File: config.mk
export PLATFORM = sky130hd
export DESIGN_NAME = user_proj_mtimer
export DESIGN_NICKNAME = d
export VERILOG_FILES = /design/src/rtl/mtimer_pkg.sv /design/src/rtl/mtimer_ch.sv /design/src/rtl/user_proj_mtimer.sv
export SDC_FILE = /design/constraint.sdc
export NUM_CORES = 1
export LEC_CHECK = 0
export BUFFER_PORTS_ARGS = -buffer_cell sky130_fd_sc_hd__buf_2
export CORE_ASPECT_RATIO = 0.75
export CORE_MARGIN = 8
export CORE_UTILIZATION = 25
export CTS_CLUSTER_DIAMETER = 120
export DETAILED_ROUTE_END_ITERATION = 6
export PLACE_DENSITY_LB_ADDON = 0.08
export SLEW_MARGIN = 40
export SYNTH_ARGS = -nofsm -noshare
export SYNTH_HDL_FRONTEND = slang
export SYNTH_SLANG_ARGS = --single-unit
export TNS_END_PERCENT = 1
File: constraint.sdc
create_clock -name wb_clk_i -period 2.9 [get_ports wb_clk_i]
set_clock_uncertainty 0.1 [all_clocks]
set_input_delay 0.435 -clock wb_clk_i [delete_from_list [all_inputs] [get_ports wb_clk_i]]
set_output_delay 0.435 -clock wb_clk_i [all_outputs]
set_load 0.02 [all_outputs]
File: src/rtl/mtimer_pkg.sv
// Shared encodings for the multi-channel timer: channel modes, register selects
// and the bit layout of the per-channel CTRL word.
package mtimer_pkg;

  typedef enum logic [1:0] {
    MODE_ONESHOT      = 2'b00,
    MODE_PERIODIC     = 2'b01,
    MODE_PWM          = 2'b10,
    MODE_PERIODIC_ALT = 2'b11
  } mode_e;

  localparam logic [1:0] SEL_PERIOD   = 2'd0;
  localparam logic [1:0] SEL_COMPARE  = 2'd1;
  localparam logic [1:0] SEL_CTRL     = 2'd2;
  localparam logic [1:0] SEL_PRESCALE = 2'd3;

  localparam int CTRL_MODE_LSB    = 0;
  localparam int CTRL_MODE_MSB    = 1;
  localparam int CTRL_EN_BIT      = 2;
  localparam int CTRL_IRQ_CLR_BIT = 3;

endpackage

File: src/rtl/mtimer_ch.sv
// One timer channel: PERIOD/COMPARE/CTRL registers, counter, output and sticky
// terminal-count flag. Advances only on the shared prescaler tick.
module mtimer_ch
  import mtimer_pkg::*;
#(
  parameter int CW = 16
) (
  input  logic          clk,
  input  logic          rst,
  input  logic          tick,
  input  logic          we_period,
  input  logic          we_compare,
  input  logic          we_ctrl,
  input  logic [CW-1:0] wdata,
  output logic [CW-1:0] cnt,
  output logic          tmr_out,
  output logic          en,
  output logic          irq
);

  logic [CW-1:0] period;
  logic [CW-1:0] compare;
  mode_e         mode;
  mode_e         ctrl_mode;
  logic          ctrl_en;
  logic          ctrl_clr;
  logic          start;
  logic          terminal;

  always_comb begin
    ctrl_mode = mode_e'(wdata[CTRL_MODE_MSB:CTRL_MODE_LSB]);
    ctrl_en   = wdata[CTRL_EN_BIT];
    ctrl_clr  = wdata[CTRL_IRQ_CLR_BIT];
    start     = we_ctrl && ctrl_en && !en;
    // >= so that a PERIOD lowered below the running count still wraps promptly
    terminal  = en && tick && (cnt >= period);
  end

  always_ff @(posedge clk) begin
    if (rst) begin
      period  <= '0;
      compare <= '0;
      mode    <= MODE_ONESHOT;
      en      <= 1'b0;
      cnt     <= '0;
      tmr_out <= 1'b0;
      irq     <= 1'b0;
    end else begin
      if (we_period)  period  <= wdata;
      if (we_compare) compare <= wdata;
      if (we_ctrl) begin
        mode <= ctrl_mode;
        en   <= ctrl_en;
      end

      if (terminal)                irq <= 1'b1;
      else if (we_ctrl && ctrl_clr) irq <= 1'b0;

      if (start) begin
        cnt     <= '0;
        tmr_out <= 1'b0;
      end else if (en) begin
        if (terminal)  cnt <= '0;
        else if (tick) cnt <= cnt + 1'b1;

        case (mode)
          MODE_PWM: tmr_out <= (cnt < compare);
          MODE_ONESHOT: begin
            // a one-shot disarms itself; this overrides a same-cycle CTRL en
            if (terminal) begin
              tmr_out <= 1'b1;
              en      <= 1'b0;
            end
          end
          default: if (terminal) tmr_out <= ~tmr_out;
        endcase
      end
    end
  end

endmodule

File: src/rtl/user_proj_mtimer.sv
// Multi-channel timer top: global prescaler, register write decode and readback mux.
// Optional input-capture path enabled by defining MTIMER_CAPTURE_EN.
module user_proj_mtimer
  import mtimer_pkg::*;
#(
  parameter  int NCH = 4,
  parameter  int CW  = 16,
  parameter  int PW  = 8,
  localparam int CHW = (NCH > 1) ? $clog2(NCH) : 1
) (
  input  logic           wb_clk_i,
  input  logic           wb_rst_i,
  input  logic           cfg_we,
  input  logic [CHW-1:0] cfg_ch,
  input  logic [1:0]     cfg_sel,
  input  logic [CW-1:0]  cfg_wdata,
  output logic [CW-1:0]  cnt_rd,
  output logic [NCH-1:0] tmr_out,
  output logic [NCH-1:0] tmr_oeb,
  output logic [NCH-1:0] tmr_irq
`ifdef MTIMER_CAPTURE_EN
  ,
  input  logic [NCH-1:0] cap_in,
  output logic [CW-1:0]  cap_rd
`endif
);

  logic [PW-1:0]  psc;
  logic [PW-1:0]  div;
  logic           tick;
  logic           psc_we;
  logic [NCH-1:0] en_vec;
  logic [CW-1:0]  cnt_arr [NCH];

  assign tick    = (div == psc);
  assign psc_we  = cfg_we && (cfg_sel == SEL_PRESCALE);
  assign tmr_oeb = ~en_vec;

  // A PRESCALE write restarts the divider so the new rate takes a known phase
  always_ff @(posedge wb_clk_i) begin
    if (wb_rst_i) begin
      psc <= '0;
      div <= '0;
    end else if (psc_we) begin
      psc <= PW'(cfg_wdata);
      div <= '0;
    end else if (tick) begin
      div <= '0;
    end else begin
      div <= div + 1'b1;
    end
  end

  for (genvar i = 0; i < NCH; i++) begin : g_ch
    logic hit;
    assign hit = cfg_we && (cfg_ch == CHW'(i));

    mtimer_ch #(.CW(CW)) u_ch (
      .clk        (wb_clk_i),
      .rst        (wb_rst_i),
      .tick       (tick),
      .we_period  (hit && (cfg_sel == SEL_PERIOD)),
      .we_compare (hit && (cfg_sel == SEL_COMPARE)),
      .we_ctrl    (hit && (cfg_sel == SEL_CTRL)),
      .wdata      (cfg_wdata),
      .cnt        (cnt_arr[i]),
      .tmr_out    (tmr_out[i]),
      .en         (en_vec[i]),
      .irq        (tmr_irq[i])
    );
  end

  always_comb begin
    cnt_rd = '0;
    for (int i = 0; i < NCH; i++) begin
      if (cfg_ch == CHW'(i)) cnt_rd = cnt_arr[i];
    end
  end

`ifdef MTIMER_CAPTURE_EN
  logic [NCH-1:0] cap_s1;
  logic [NCH-1:0] cap_s2;
  logic [NCH-1:0] cap_s3;
  logic [CW-1:0]  cap_reg [NCH];

  // Two synchroniser stages, the third flop only serves rising-edge detection
  always_ff @(posedge wb_clk_i) begin
    if (wb_rst_i) begin
      cap_s1 <= '0;
      cap_s2 <= '0;
      cap_s3 <= '0;
      for (int i = 0; i < NCH; i++) cap_reg[i] <= '0;
    end else begin
      cap_s1 <= cap_in;
      cap_s2 <= cap_s1;
      cap_s3 <= cap_s2;
      for (int i = 0; i < NCH; i++) begin
        if (cap_s2[i] && !cap_s3[i]) cap_reg[i] <= cnt_arr[i];
      end
    end
  end

  always_comb begin
    cap_rd = '0;
    for (int i = 0; i < NCH; i++) begin
      if (cfg_ch == CHW'(i)) cap_rd = cap_reg[i];
    end
  end
`else
  // Without the capture path the counters are observable only through cnt_rd
`endif

endmodule
; After elaboration in Yosys (flattened, before gate mapping)
; Cells that the tools add are included.
[totals]
register_bits = 228
word_cells = 187
input_bits = 23
out_inout_bits = 28
[op_classes]
n_bitwise = 5
n_reduce_logical = 72
eq_ne = 15
n_addsub = 5
n_lt_le_gt_ge = 8
muxes = 52
[ops]
columns = op, n
row1 = $mux W16, 12
row2 = $add A16 B1 Y16 const B, 4
row3 = $ge A16 B16 Y1, 4
row4 = $lt A16 B16 Y1, 4
row5 = $logic_and A1 B1 Y1, 37
row6 = $mux W1, 36
row7 = $reduce_bool A2 Y1, 12
row8 = $eq A2 B2 Y1 const B, 8
row9 = $logic_not A2 Y1, 6
row10 = $reduce_and A3 Y1, 4
row11 = $add A8 B1 Y8 const B, 1
row12 = $eq A8 B8 Y1, 1
row13 = $ne A2 B1 Y1 const B, 4
row14 = $pmux W1 S2, 4
row15 = $reduce_and A2 Y1, 4
row16 = $reduce_or A2 Y1, 4
row17 = $eq A2 B1 Y1 const B, 2
row18 = $logic_not A1 Y1, 4
row19 = $not A1 Y1, 4
row20 = $not A4 Y4, 1
row21 = $reduce_or A3 Y1, 1

; Longest topological paths before layout
; Gate-level depths: netlist (run 1).
[logic_depth]
ltp_word = 8
ltp_mapped = 10
ltp_nobuf = 8

; Modules after synthesis
; From an unflattened synthesis (run 1), not the netlist that was laid out.
[hier_totals]
hier_cells = 1370
area_unflattened_um2 = 12434.4
[by_module_without_submodules]
columns = module, instances, seq_area_each_um2, cells_each, area_each_um2
row1 = mtimer_ch, 4, 1061.0, 312, 2803.9
row2 = user_proj_mtimer, 1, 320.3, 122, 1218.7

; Least setup slack after synthesis (run 1)
; Ideal clock, no wire load.
[synth_timing]
path_type = input -> output
from = input cfg_ch[0]
to = output cnt_rd[10]
t_required_ns = 2.365
t_arrival_ns = 1.870
setup_slack_ns = 0.495
path_buffers = 2
stages = 3
cell_sequence = clkbuf_1 -> buf_1 -> mux4_2
[synth_between]
elab_chain_len = 5
[synth_lines]
columns = element, line
row1 = start: declaration, user_proj_mtimer.sv:14  ; input logic [CHW-1:0] cfg_ch,
row2 = $logic_not A2 Y1, user_proj_mtimer.sv:76  ; if (cfg_ch == CHW'(i)) cnt_rd = cnt_arr[i];
row3 = $mux W16 (3 in a row), user_proj_mtimer.sv:76
row4 = $mux W16 *, user_proj_mtimer.sv:76
row5 = end: declaration, user_proj_mtimer.sv:17  ; output logic [CW-1:0] cnt_rd,
; Mark *: on every way between the ends. The rest lies on a longest branch, timed or not.

; Worst setup path after layout (run 1)
[layout_timing]
from = register g_ch[0].u_ch.cnt[6]
to = register g_ch[0].u_ch.cnt[11]
[layout_between]
elab_chain_len = 4
[layout_lines]
columns = element, line
row1 = start: declaration, mtimer_ch.sv:15  ; output logic [CW-1:0] cnt,
row2 = start signal: assignment, mtimer_ch.sv:64  ; else if (tick) cnt <= cnt + 1'b1;
row3 = $ge A16 B16 Y1, mtimer_ch.sv:36  ; terminal = en && tick && (cnt >= period);
row4 = $logic_and A1 B1 Y1, mtimer_ch.sv:36
row5 = $reduce_bool A2 Y1 (no line), -
row6 = $reduce_and A2 Y1 (no line), -
; Parallel ways exist; a longest one is shown, timed or not. The select of a mux whose other input is x is not followed.
; A chain may end at the register's enable or synchronous reset.

==> results.txt, run 1 <==
----------------------------------------------------
[Status]
  Run status ... finished clean

[Power and ir drop]
  Sw frac ... 25.5%
  Register share of total power ... 42.6%
  Static leakage power ... 5.50 nW
  Power share of the combinational group ... 7.2%
  Post-layout power ... 7.50 mW
  Worst vdd rail ir drop ... 0.000393 V
  Cell area power density ... 508 mW/mm^2
  Switching pwr ... 1.91 mW
  Int Power ... ~5.6 mW
  Clock power frac ... 50.2%

[Setup path]
  Cell class contributing the biggest share of worst-path delay ... compound AO/OA/AOI/OAI gates
  Buffers & Inverters on Critical Path ... 0
  Type of origin of the critical path ... flip-flop
  Critical Path Fanout Max ... 16
  Crit Path Category ... reg2reg
  Required time of the worst setup path ... 3240 ps
  Kind of end point of the critical path ... flip-flop
  Crit Reg-Reg Startpoint ... g_ch[0].u_ch.cnt[6]$_SDFFE_PP0P_
  Worst path arrival time ... 2920 ps
  Maximum single-stage delay on the critical path ... 570 ps
  Critical path startpoint ... g_ch[0].u_ch.cnt[6]$_SDFFE_PP0P_
  Sequence of cells on the critical path ... ha_1 -> and3_1 -> o211ai_1 -> o21a_1 -> o41ai_2 -> a31o_2 -> nor2_1
  Crit path max-delay cell type ... sky130_fd_sc_hd__o41ai_2

[Cells and area]
  Fraction of layout cells with a size suffix above 1 ... 12.2%
  Layout-stage area growth over the synthesis result ... 18.6%
  Final cell count without fillers ... between 2000 and 2500
  Number of nets in the finished design ... 1795
  Area taken by flip-flops and latches ... 0.00456 sq mm
  Area of combinational cells with multiple inputs ... 0.00701 sq mm
  Final core utilization ... 30.1%
  Final-layout fill cell count ... between 5000 and 6000

[Timing]
  Setup-violating endpoint count in the final report ... 0
  Final period util ... 89.0%
  Achievable clock frequency ... 0.388 GHz
  Fin. max-slew vios ... 0
  Slew at the pin closest to its max-slew limit ... 695 ps
  Worst slew margin relative to its limit ... 53.5%
  TNS Setup ... 0 ps
  Setup repair after global routing missed its margin ... false
  Final Hold Viols ... 0
  Min Hold Slack ... 184 ps
  Min Clock Period, post-route ... 2580 ps

[Floorplanning]
  Total core area ... approximately 0.05 sq mm
  Initial core utilization ... 25.4%
  Top Ports ... 51
  Die X-Extent ... between 200 and 300 um
  Die Area ... around 0.057 sq mm
  Rows ... 70
  Overall die height ... 209 um

[Synth]
  Synthesized area per cell ... 7.96 sq um
  Synth top cells by count ... 338 x sky130_fd_sc_hd__nand2_1, 228 x sky130_fd_sc_hd__dfxtp_1, 187 x sky130_fd_sc_hd__a21oi_1
  Top flip-flop cell by instance count after synthesis ... sky130_fd_sc_hd__dfxtp_1
  Warnings from Yosys ... 0
  Dominant cells by area after synthesis ... sky130_fd_sc_hd__dfxtp_1 37%, sky130_fd_sc_hd__ha_1 13%, sky130_fd_sc_hd__nand2_1 10%, sky130_fd_sc_hd__a21oi_1 7.5%, sky130_fd_sc_hd__inv_1 4.3%
  Most common cell in the netlist ... sky130_fd_sc_hd__nand2_1
  Post-Synthesis Cells ... 1563
  Cell type contributing the most total cell area after synthesis ... sky130_fd_sc_hd__dfxtp_1
  Post-synthesis instance area ... approximately 0.012 sq mm
  Number of flops mapped to enable cells by yosys ... 0
  Share of synthesized area occupied by flip-flops and latches ... 36.7%
  Async set-or-reset flop fraction in the synthesized netlist ... 0%
  Area fraction of the dominant cell type after synthesis ... 36.7%
  Number of nets in the synthesized netlist ... ~1700
  Register bit count reported by yosys ... 228
  Distinct cells, synth ... 54

[Global routing]
  Routing usage on met2 ... between 20% and 30%
  Global-route track usage on met1 ... 25.2%
  Via count of the first global-routing pass ... 10400
  Antenna violations before repair ... 1
  GRT Overall Usage ... 16.7%
  Wire length of the first global-routing pass ... 72.4 mm
  Overflow left after global routing ... 0
  Pin count of the biggest net entering global routing ... 45
  Global route hottest layer ... met1
  Global-route met3 utilization ... 1.84%

[Place]
  Placed cell count ... 2260
  HPWL Detailed ... between 30 and 40 mm
  Placer's final routability congestion estimate ... 0.801
  Number of buffers inserted by port buffering ... 50

[Routing]
  Number of iterations in the first detailed-routing pass ... 5
  Via count ... 10800
  Vias per cell ... 4.67
  ANT nets after route ... 0
  DRC violations left ... 0
  Detailed Route Iter0 Violations ... 738
  Average wire per standard cell ... 20.8 um
  Aggregate routed wire length ... 48.1 mm

[Run]
  Max-Cap Viols ... 0

[Clock network]
  Clock transition at path regs ... 60 ps
  Number of buffers inserted by hold repair at cts ... 0
  Root Buffer ... sky130_fd_sc_hd__clkbuf_16
  Post-CTS resize count ... 0
  TritonCTS clock tree ... yes
  Depth of the CTS H-tree ... 1
  Number of buffers on the longest clock path ... 3
  Number of clock sinks ... 228
  Clock insertion delay at the later pin of the skew report ... 570 ps
  Post-CTS Setup Inserts ... 0
  Cts bufs inserted ... 29

[Min path]
  Tightest Hold Check Type ... in2reg
  Source of the worst hold timing path ... wb_rst_i

----------------------------------------------------
==> cell usage in the layout (no fill, tap or decap), drive strengths merged, types with 12 or more instances in the layout <==
cell type / netlist / final
mux2i: 12 / 12
nor2: 116 / 116
o21ai: 21 / 21
mux4: 16 / 16
nand4: 32 / 32
nor3: 16 / 16
and3: 17 / 17
ha: 129 / 129
nand2: 338 / 338
a21oi: 187 / 187
nand3: 46 / 46
dfxtp: 228 / 228
inv: 142 / 143
xor2: 26 / 26
xnor2: 44 / 44
buf: 20 / 127
clkbuf: 58 / 42
==> through the flow <==
stage	setup slack [ps]	area, sq um
2_1_floorplan	495	12400
3_3_place_gp	427	13800
3_5_place_dp	345	13800
4_1_cts	331	14800
5_1_grt	192	14800
6_report	320	14800
==> registers in the layout, indices dropped and copies added (netlist names) <==
name,count
g_ch.u_ch.tmr_out,4
g_ch.u_ch.mode,8
psc,8
g_ch.u_ch.en,4
g_ch.u_ch.cnt,64
g_ch.u_ch.compare,64
div,8
g_ch.u_ch.period,64
g_ch.u_ch.irq,4
==> logic make-up after synthesis <==
| family | Yosys count | share of synthesized area [%] |
|---|---|---|
| xor gates and xnor gates | 70 | 5.11 |
| DFF | 228 | 36.7 |
| adders and majority gates | 129 | 13.0 |
| AOI/OAI and AO/OA | 280 | 13.0 |
| muxes | 28 | 3.86 |
| buffers and inverters | 220 | 7.08 |
| and+or+nand+nor | 608 | 21.3 |
==> worst paths after layout <==
| check | end | slack [ps] | depth (start not counted) |
|---|---|---|---|
| worst min register to register | g_ch[3].u_ch.period[15]$_SDFFE_PP0P_ | 350 | 2 |
| worst min-delay path | g_ch[2].u_ch.irq$_SDFFE_PP0P_ | 180 | 2 |
| worst max register to register | g_ch[0].u_ch.cnt[11]$_SDFFE_PP0P_ | 320 | 7 |
| worst max-delay path | g_ch[0].u_ch.cnt[11]$_SDFFE_PP0P_ | 320 | 7 |
==> layout make-up <==
cell class / instances / share of cell area, %
Sequential cell: 228 / 30.9
Tap cell: 648 / 5.50
Clock inverter: 8 / 0.823
Antenna cell: 1 / 0.0170
Inverter: 142 / 3.61
Multi-Input combinational cell: 1115 / 47.5
Clock buffer: 42 / 5.72
Timing Repair Buffer: 127 / 5.89
==> metal layers <==
| layer | up-vias | share of wire [%] |
|---|---|---|
| met4 | 0 | 2.1 |
| met2 | 187 | 42 |
| met5 | - | 0 |
| li1 | 5425 | - |
| met3 | 50 | 3.1 |
| met1 | 5137 | 52 |
==> power groups by stage <==
| stage | registers (mW) | logic [mW] | clock network [mW] |
|---|---|---|---|
| 5_1_grt | 3.20 | 0.591 | 4.00 |
| 3_5_place_dp | 3.26 | 0.557 | 0 |
| 4_1_cts | 3.19 | 0.558 | 3.89 |
| 2_1_floorplan | 3.25 | 0.294 | 0 |
| 3_3_place_gp | 3.26 | 0.556 | 0 |
| 6_report | 3.19 | 0.543 | 3.76 |
Power figures use the tool's default switching activity.
==> run 2, diff against run 1 <==
CORE_UTILIZATION = 50   (was 25)
MAX_ROUTING_LAYER = met4   (was default)
clock period = 3.3 ns   (was 2.9 ns; I/O delays follow)
==> results.txt, run 2 (synthesized netlist as in run 1, its figures left out) <==
----------------------------------------------------
[Status]
  Run status ... finished clean

[Timing]
  Setup repair after global routing missed its margin ... false
  Achievable clock frequency ... 0.359 GHz (-7.3%)
  Fin. max-slew vios ... 0 (unchanged)
  TNS Setup ... 0 ps (unchanged)
  Final period util ... 84.3% (-4.6 points)
  Min Clock Period, post-route ... 2780 ps (+203 ps)
  Final Hold Viols ... 0 (unchanged)
  Min Hold Slack ... 290 ps (+105 ps)
  Slew at the pin closest to its max-slew limit ... 781 ps (+86.0 ps)
  Setup-violating endpoint count in the final report ... 0 (unchanged)
  Worst slew margin relative to its limit ... 46.6% (-6.9 points)

[Power and ir drop]
  Register share of total power ... 47.5% (+4.9 points)
  Sw frac ... 25.3% (-0.21 points)
  Worst vdd rail ir drop ... 0.000397 V (+1.1%)
  Clock power frac ... 45.3% (-4.9 points)
  Switching pwr ... 1.49 mW (-22%)
  Static leakage power ... 5.14 nW (-6.5%)
  Post-layout power ... 5.91 mW (-21%)
  Power share of the combinational group ... 7.2% (about the same)
  Cell area power density ... 429 mW/mm^2 (-16%)
  Int Power ... 4.41 mW (-21%)

[Cells and area]
  Area taken by flip-flops and latches ... 0.00456 sq mm (unchanged)
  Layout-stage area growth over the synthesis result ... 10.5%
  Final-layout fill cell count ... 2401 (-55%)
  Fraction of layout cells with a size suffix above 1 ... 9.21% (-3.0 points)
  Most common library cell in the layout ignoring fill and taps ... sky130_fd_sc_hd__nand2_1
  Leading cell types in the layout, fill and taps excluded ... 338 x sky130_fd_sc_hd__nand2_1, 228 x sky130_fd_sc_hd__dfxtp_1, 187 x sky130_fd_sc_hd__a21oi_1
  Area of combinational cells with multiple inputs ... 0.00700 sq mm (-0.12%)
  Top flop regs ... g_ch.u_ch.cnt (64), g_ch.u_ch.compare (64), g_ch.u_ch.period (64)
  Number of nets in the finished design ... 1743 (-2.9%)

[Routing]
  Via count ... 10800 (-0.40%)
  ANT nets after route ... 0 (unchanged)
  Number of iterations in the first detailed-routing pass ... 6 (+1)
  Aggregate routed wire length ... 38.3 mm (-21%)
  DRC violations left ... 0 (unchanged)
  Vias per cell ... 5.53 (+18%)
  Detailed Route Iter0 Violations ... 969 (+31%)
  Average wire per standard cell ... 19.7 um (-5.6%)

[Min path]
  Tightest Hold Check Type ... in2reg
  Cell count of the worst hold path ... 3 (+1)
  Source of the worst hold timing path ... cfg_wdata[14]

[Floorplanning]
  Die X-Extent ... 198 um (-28%)
  Die Area ... 0.0302 sq mm (-47%)
  Total core area ... 0.0247 sq mm (-50%)
  Initial core utilization ... 50.4% (+25 points)
  Top Ports ... 51 (unchanged)
  Rows ... 50 (-29%)
  Overall die height ... 153 um (-27%)

[Clock network]
  Number of buffers on the longest clock path ... 3 (unchanged)
  Clock insertion delay at the later pin of the skew report ... 530 ps (-40 ps)
  Post-CTS Setup Inserts ... 0 (unchanged)
  Root Buffer ... sky130_fd_sc_hd__clkbuf_16
  TritonCTS clock tree ... yes
  Post-CTS resize count ... 0 (unchanged)
  Number of clock sinks ... 228 (unchanged)
  Clock transition at path regs ... 60 ps (about the same)
  Depth of the CTS H-tree ... 1 (unchanged)
  Cts bufs inserted ... 25 (-14%)
  Number of buffers inserted by hold repair at cts ... 0 (unchanged)

[Setup path]
  Sequence of cells on the critical path ... inv_1 -> ha_1 -> nand2b_1 -> a31oi_1 -> o21a_1 -> o41ai_1 -> a21bo_1 -> nor2_1
  Logic depth of the worst register-to-register path ... 8 (+1)
  Crit path max-delay cell type ... sky130_fd_sc_hd__o41ai_1
  Critical path startpoint ... g_ch[1].u_ch.cnt[0]$_SDFFE_PP0P_
  Kind of end point of the critical path ... flip-flop
  Critical Path Fanout Max ... 16 (unchanged)
  Required time of the worst setup path ... 3600 ps (+360 ps)
  Type of origin of the critical path ... flip-flop
  Crit Reg-Reg Startpoint ... g_ch[1].u_ch.cnt[0]$_SDFFE_PP0P_
  Worst path arrival time ... 3080 ps (+160 ps)
  Maximum single-stage delay on the critical path ... 710 ps (+140 ps)
  Crit Path Category ... reg2reg

[Global routing]
  Antenna violations before repair ... 1 (unchanged)
  GRT Overall Usage ... 25.7% (+9.0 points)
  Overflow left after global routing ... 0 (unchanged)
  Via count of the first global-routing pass ... 9878 (-4.8%)
  Pin count of the biggest net entering global routing ... 48 (+6.7%)
  Wire length of the first global-routing pass ... 58.8 mm (-19%)

[Place]
  HPWL Detailed ... 26.9 mm (-24%)
  Placer's final routability congestion estimate ... 0.890 (+11%)
  Number of buffers inserted by port buffering ... 50 (unchanged)

[Run]
  Max-Cap Viols ... 0 (unchanged)

----------------------------------------------------
run 2: cell types whose count changed in the layout (fill, tap and decap cells not counted), sizes merged:
cell	delta
buf	-48
bufinv	-3
clkbuf	-5
clkinv	+3
clkinvlp	-1
inv	-1
run 2: final timing paths:
| kind | endpoint | slack (ps) |
|---|---|---|
| max | g_ch[1].u_ch.cnt[5]$_SDFFE_PP0P_ | 520 |
| min | g_ch[0].u_ch.compare[14]$_SDFFE_PP0P_ | 290 |
| max reg2reg | g_ch[1].u_ch.cnt[5]$_SDFFE_PP0P_ | 520 |
| min reg2reg | g_ch[3].u_ch.period[4]$_SDFFE_PP0P_ | 350 |
run 2: metal layers:
metal,vias to the layer above,global-route usage [%],wire [um]
li1,5317,-,-
met1,5025,36.5,18400
met2,338,36.6,15900
met3,76,3.77,2600
met4,0,8.41,1390
met5,-,-,0
run 2: area by class of cell:
class / instances / share of cell area [%]
antenna: 1 / 0.0182
clock buffer: 37 / 5.31
clock inverter: 6 / 0.218
inverter: 142 / 3.88
multi-input combinational: 1115 / 50.9
sequential: 228 / 33.2
tap: 338 / 3.07
timing repair buffer: 79 / 3.42
run 2: critical path, delay by kind of cell (launching register included):
kind / cells / cell delay [ps]
DFF: 1 / 480
and+or+nand+nor: 2 / 210
adders and majority gates: 1 / 270
buffers and inverters: 1 / 80
AOI/OAI and AO/OA: 4 / 1520
run 2: power by group through the flow:
| stage | combinational (mW) | sequential (mW) | clock [mW] |
|---|---|---|---|
| floorplan | 0.258 | 2.86 | 0 |
| global route | 0.455 | 2.81 | 2.82 |
| global placement | 0.414 | 2.86 | 0 |
| detailed placement | 0.419 | 2.87 | 0 |
| finish | 0.426 | 2.80 | 2.68 |
| CTS | 0.420 | 2.80 | 2.72 |
run 2: through the flow:
step / utilization, % / instances / worst slack, ps / instance area (sq um)
2_1_floorplan: - / 1563 / 775 / 12400
3_3_place_gp: 52.6 / 1902 / 672 / 13000
3_5_place_dp: 52.6 / 1902 / 549 / 13000
4_1_cts: 55.7 / 1945 / 492 / 13800
5_1_grt: 55.7 / 1946 / 311 / 13800
6_report: 55.7 / 1946 / 517 / 13800
